File: config.mk
export PLATFORM = sky130hd
export DESIGN_NAME = pixel_dispatcher
export DESIGN_NICKNAME = d
export VERILOG_FILES = /design/src/rtl/pixel_pkg.sv /design/src/rtl/pixel_dispatcher_rr_arbiter.sv /design/src/rtl/pixel_dispatcher.sv
export SDC_FILE = /design/constraint.sdc
export NUM_CORES = 1
export LEC_CHECK = 0
export BUFFER_PORTS_ARGS = -buffer_cell sky130_fd_sc_hd__buf_2
export CAP_MARGIN = 20
export CORE_ASPECT_RATIO = 0.75
export CORE_UTILIZATION = 50
export CTS_CLUSTER_DIAMETER = 30
export CTS_CLUSTER_SIZE = 10
export DETAILED_ROUTE_END_ITERATION = 10
export HOLD_SLACK_MARGIN = 0.1
export PLACE_DENSITY = 0.69
export SLEW_MARGIN = 20
export SYNTH_ARGS = -nofsm -noshare
export SYNTH_HDL_FRONTEND = slang
export SYNTH_SLANG_ARGS = --single-unit
File: constraint.sdc
create_clock -name clk -period 8.6 [get_ports clk]
set_clock_uncertainty 0.2 [all_clocks]
set_input_delay 1.72 -clock clk [delete_from_list [all_inputs] [get_ports clk]]
set_output_delay 1.72 -clock clk [all_outputs]
set_load 0.02 [all_outputs]
File: src/rtl/pixel_pkg.sv
// Shared types and defaults for the pixel dispatcher and its result combiner.
package pixel_pkg;

   typedef enum logic [1:0] {
      ST_IDLE     = 2'd0,
      ST_DISPATCH = 2'd1,
      ST_DRAIN    = 2'd2,
      ST_DONE     = 2'd3
   } state_t;

   localparam int SCREEN_WIDTH_DEF  = 640;
   localparam int SCREEN_HEIGHT_DEF = 480;
   localparam int NUM_ENGINES_DEF   = 6;
   localparam int ENGINE_BITS_DEF   = 3;

endpackage

File: src/rtl/pixel_dispatcher_rr_arbiter.sv
// Combinational round-robin pick: first requester after ptr, wrapping modulo N.
module rr_arbiter
   import pixel_pkg::*;
#(
   parameter int N = NUM_ENGINES_DEF,
   parameter int B = ENGINE_BITS_DEF
) (
   input  logic [N-1:0] req,
   input  logic [B-1:0] ptr,
   output logic [N-1:0] grant,
   output logic [B-1:0] idx,
   output logic         any_grant
);

   int cand;

   always_comb begin
      grant     = '0;
      idx       = '0;
      any_grant = 1'b0;
      cand      = 0;
      // k runs 1..N so the previously granted engine is searched last
      for (int k = 1; k <= N; k++) begin
         cand = (int'(ptr) + k) % N;
         if (!any_grant && req[cand]) begin
            grant[cand] = 1'b1;
            idx         = B'(cand);
            any_grant   = 1'b1;
         end
      end
   end

endmodule

File: src/rtl/pixel_dispatcher.sv
// Raster-order pixel dispatcher: hands one pixel per cycle to idle engines,
// round-robin, with a cap on pixels outstanding downstream.
//
// state    | meaning
// IDLE     | waiting for start
// DISPATCH | handing out pixels in raster order
// DRAIN    | last pixel sent, waiting for outstanding to reach 0
// DONE     | one-cycle frame completion pulse
module pixel_dispatcher
   import pixel_pkg::*;
#(
   parameter int DATA_WIDTH    = 32,
   parameter int SCREEN_WIDTH  = SCREEN_WIDTH_DEF,
   parameter int SCREEN_HEIGHT = SCREEN_HEIGHT_DEF,
   parameter int NUM_ENGINES   = NUM_ENGINES_DEF,
   parameter int ENGINE_BITS   = ENGINE_BITS_DEF
) (
   input  logic                   clk,
   input  logic                   reset,
   input  logic                   start,
   input  logic                   abort,
   input  logic [NUM_ENGINES-1:0] engine_idle_i,
   input  logic                   retire_i,
   output logic [NUM_ENGINES-1:0] assign_o,
   output logic [DATA_WIDTH-1:0]  xpixel_o,
   output logic [DATA_WIDTH-1:0]  ypixel_o,
   output logic [ENGINE_BITS-1:0] grant_idx_o,
   output logic                   busy_o,
   output logic                   frame_done_o
);

   localparam logic [DATA_WIDTH-1:0]  X_LAST  = DATA_WIDTH'(SCREEN_WIDTH - 1);
   localparam logic [DATA_WIDTH-1:0]  Y_LAST  = DATA_WIDTH'(SCREEN_HEIGHT - 1);
   localparam logic [DATA_WIDTH-1:0]  ONE_D   = DATA_WIDTH'(1);
   localparam logic [ENGINE_BITS:0]   OUT_MAX = (ENGINE_BITS + 1)'(NUM_ENGINES);
   localparam logic [ENGINE_BITS:0]   ONE_O   = (ENGINE_BITS + 1)'(1);
   localparam logic [ENGINE_BITS-1:0] PTR_RST = ENGINE_BITS'(NUM_ENGINES - 1);

   state_t                 state, state_nxt;
   logic [DATA_WIDTH-1:0]  x, y;
   logic [ENGINE_BITS:0]   outstanding;
   logic [ENGINE_BITS-1:0] ptr;

   logic [NUM_ENGINES-1:0] eligible, grant;
   logic [ENGINE_BITS-1:0] grant_idx;
   logic                   any_grant, dispatch, last_pixel, retire_ok, abort_hit;

   // an engine strobed last cycle may not have lowered its idle flag yet
   assign eligible = engine_idle_i & ~assign_o;

   rr_arbiter #(.N(NUM_ENGINES), .B(ENGINE_BITS)) u_arb (
      .req       (eligible),
      .ptr       (ptr),
      .grant     (grant),
      .idx       (grant_idx),
      .any_grant (any_grant)
   );

   assign abort_hit  = abort && (state != ST_IDLE);
   assign dispatch   = (state == ST_DISPATCH) && !abort && (outstanding < OUT_MAX) && any_grant;
   assign last_pixel = (x == X_LAST) && (y == Y_LAST);
   assign retire_ok  = retire_i && (state != ST_IDLE) && (outstanding != '0);

   assign busy_o       = (state != ST_IDLE);
   assign frame_done_o = (state == ST_DONE);

   always_comb begin
      state_nxt = state;
      case (state)
         ST_IDLE:     if (start && !abort) state_nxt = ST_DISPATCH;
         ST_DISPATCH: if (abort) state_nxt = ST_IDLE;
                      else if (dispatch && last_pixel) state_nxt = ST_DRAIN;
         ST_DRAIN:    if (abort) state_nxt = ST_IDLE;
                      else if (outstanding == '0) state_nxt = ST_DONE;
         ST_DONE:     state_nxt = ST_IDLE;
         default:     state_nxt = ST_IDLE;
      endcase
   end

   always_ff @(posedge clk or negedge reset) begin
      if (!reset) begin
         state       <= ST_IDLE;
         x           <= '0;
         y           <= '0;
         outstanding <= '0;
         ptr         <= PTR_RST;
         assign_o    <= '0;
         xpixel_o    <= '0;
         ypixel_o    <= '0;
         grant_idx_o <= '0;
      end else begin
         state <= state_nxt;
         if (abort_hit) begin
            x           <= '0;
            y           <= '0;
            outstanding <= '0;
            assign_o    <= '0;
         end else begin
            assign_o <= dispatch ? grant : '0;
            if (dispatch) begin
               xpixel_o    <= x;
               ypixel_o    <= y;
               grant_idx_o <= grant_idx;
               ptr         <= grant_idx;
               if (x == X_LAST) begin
                  x <= '0;
                  y <= last_pixel ? '0 : y + ONE_D;
               end else begin
                  x <= x + ONE_D;
               end
            end
            case ({dispatch, retire_ok})
               2'b10:   outstanding <= outstanding + ONE_O;
               2'b01:   outstanding <= outstanding - ONE_O;
               default: outstanding <= outstanding;
            endcase
         end
      end
   end

endmodule

==> metrics.md <==
| Metric | Value |
|---|---|
| Hold crit path type | `flip-flop to flip-flop` |
| Avg Inst Size Synth | `8.41 um^2` |
| Top-count cell post-synth | `nand2_1` |
| DRC | `0` |
| Die Ht | `114 um` |
| Sw Share | `0.451` |
| Synth cell count leaders | `nand2_1 (243), dfrtp_1 (143), o21ai_0 (81)` |
| Max_slew headroom | `0.208` |
| XOR/XNOR Fraction of Synth Area | `0.00839` |
| Max Cap Viol | `0` |
| Worst setup path class | `flip-flop to flip-flop` |
| Clock Latency Late Sink | `0.43 ns` |
| Final hold viol count | `0` |
| # IOs | `86` |
| PortBufs | `85` |
| GR Overflow Total | `0` |
| Yosys reg bits | `145` |
| Clk network pwr share | `0.250` |
| Reg clk slew, reported paths | `0.06 ns` |
| Synth area leader | `dfrtp_1` |
| Syn_nets | `1029` |
| Synth async-reset ratio | `1.00` |
| Status | `complete, no violations` |
| Antenna diode count | `0` |
| CP startpoint kind | `flip-flop` |
| First-iteration detailed-routing DRC count | `621` |
| Pre-CTS setup slack | `2.73 ns` |
| Mapped Area | `8350 um^2` |
| Die width | `151 um` |
| Total negative slack | `0 ns` |
| Synth Flop Type | `dfrtp_1` |
| Leak | `4.53 nW` |
| Simple-Gate Fraction of Synth Area | `0.277` |
| YS warnings | `0` |
| Cells on Worst Hold Path | `2` |
| Wire per inst | `17.3 um` |
| Fin crit share | `0.692` |
| Worst reg2reg path depth | `17` |
| First-pass GRT wire length | `36.2 mm` |
| Adder-Cell Fraction of Synth Area | `0.0383` |
| Nets | `1086` |
| Combinational share of power | `0.464` |
| Power Density | `306 nW/um^2` |
| Worst Tran Pin Value | `1.18 ns` |
| Internal Power | `1.59 mW` |
| Mapped Cells | `993` |
| Worst EP arrival | `6.10 ns` |
| Vias in the first global route | `6811` |
| Largest net degree at the start of global routing | `78` |
| Dpl hpwl | `15.1 mm` |
| Die area | `17200 um^2` |
| # clock sinks | `145` |
| Root Driver | `clkbuf_16` |
| Num CTS Buffers | `17` |
| Post-CTS Repair Setup Buffers | `0` |
| CORE AREA | `16200 um^2` |
| VDD IR max | `0.160 mV` |
| Area after DPL | `8860 um^2` |
| Number of synthesized flops with an enable pin | `0` |
| Largest cells by area after synthesis | `dfrtp_1 (43%), nand2_1 (11%), o21ai_0 (4.9%)` |
| Setup violations, final | `0` |
| Mux share of post-synthesis cell area | `0.00869` |
| Vias | `7607` |
| Crit path setup slack, layout | `2.65 ns` |
| Fmax | `0.168 GHz` |
| Largest family of logic cells by synthesized area | `simple AND/OR/NAND/NOR gates` |
| Routability Congestion | `0.968` |
| DR pass1 iterations | `5` |
| Fin crit period | `5.95 ns` |
| Fillers | `1481` |
| Psw | `1.30 mW` |
| Final Instance Area | `9460 um^2` |
| H-Tree Depth | `4` |
| Worst path required time | `8.75 ns` |
| Synth Area in Compound Gates | `0.193` |
| Sequential power share | `0.286` |
| Antenna violations before repair | `0` |
| Worst Setup End Kind | `flip-flop` |
| Worst-path fanout max | `31` |
| Library cells used by synthesis | `79` |
| Synth top area share | `0.428` |
| Post-synthesis sequential area ratio | `0.435` |
| Drt total wl | `22.1 mm` |
| CTS tree | `built` |
| CTS max path bufs | `2` |
| Final antenna-violating net count | `0` |
| Row cnt | `40` |
| Cts hold-fix bufs | `0` |
| Layout overhead on the synthesized area | `13.2%` |
| Layout cell share with drive strength beyond 1 | `0.139` |
| Fin. max-slew vios | `0` |
| GR Util All Layers | `0.269` |
| Post_cts resized | `0` |
| Vias per cell | `5.98` |
| RSZ-0062 raised after global routing | `no` |
| Initial Util | `0.517` |
## cells in the final DEF (no fill, tap or decap), drive strengths merged, types with 9 or more instances in the layout
cell,netlist,final
a211oi,9,9
a21oi,37,37
a31oi,24,24
and2,10,10
and3,15,15
buf,24,90
clkbuf,28,19
dfrtp,143,143
ha,24,24
inv,25,29
nand2,243,243
nand2b,22,22
nand3,38,38
nand4,14,14
nor2,58,58
nor2b,9,9
nor3,14,14
nor4,17,17
o211ai,9,9
o21ai,83,83
o31ai,28,28
or4,11,11
## worst max-delay path, stage by stage (launching register included)
cell       delay (ns)
dfstp_2          0.91
inv_2            0.23
ha_1             0.27
xor2_2           0.31
inv_1            0.14
ha_1             0.31
nand2b_1         0.16
nor3_1           0.38
o2bb2ai_1        0.31
o21a_1           0.26
nor4_4           0.79
a21oi_1          0.28
inv_1            0.26
ha_1             0.27
a21o_1           0.18
a21oi_1          0.16
mux2i_1          0.23
mux2i_1          0.21
## layer usage
layer	up-vias	track usage	part of all wire	routed length, um
li1	3678	-	-	-
met1	3671	0.418	0.50	11000
met2	241	0.377	0.43	9490
met3	17	0.0592	0.060	1340
met4	0	0.0647	0.010	231
met5	-	0	0	0
## per-stage QoR
step	power, mW	util	hold WS [ns]	std cells
after floorplan	1.80	-	0.268	993
after global placement	2.14	0.548	0.255	1240
after detailed placement	2.13	0.548	0.257	1240
after CTS	2.86	0.583	0.273	1272
after global routing	3.07	0.585	0.291	1273
final	2.89	0.585	0.268	1273
## logic make-up after synthesis
family,count (synthesis)
AND/OR/NAND/NOR,486
multiplexers,7
flip-flops,145
buffers and inverters,77
adder cells (fa/ha/maj),25
AO/OA/AOI/OAI,248
XOR/XNOR,5
## power by group through the flow
stage	clock network, mW	logic, mW	registers (mW)
after floorplan	0	0.980	0.822
after global placement	0	1.30	0.835
after detailed placement	0	1.30	0.837
after CTS	0.733	1.31	0.825
after global routing	0.762	1.47	0.837
final	0.723	1.34	0.826
## cell type report
type / instances / area, um^2 / share of cell area
multi-input combinational: 771 / 4420 / 0.467
sequential: 145 / 3630 / 0.384
timing repair buffer: 90 / 482 / 0.0509
clock buffer: 19 / 443 / 0.0468
tap: 210 / 263 / 0.0278
clock inverter: 13 / 126 / 0.0134
inverter: 25 / 93.8 / 0.00992
## flip-flops by register name (all words and copies together), names as in the netlist
signal	flops
ptr	2
y	32
x	32
xpixel_o	32
outstanding	4
state	2
assign_o	6
ypixel_o	32
grant_idx_o	3
## worst paths after layout
kind                                  start             end  slack [ns]
worst max-delay path                 ptr[0]  outstanding[3]        2.65
worst min-delay path            ypixel_o[4]     ypixel_o[4]        0.27
worst max register to register       ptr[0]  outstanding[3]        2.65
worst min register to register  ypixel_o[4]     ypixel_o[4]        0.27
max in group asynchronous             reset          ptr[2]        5.81
min in group asynchronous             reset    ypixel_o[16]        1.09
No activity file was read; power rests on OpenSTA's default activity.
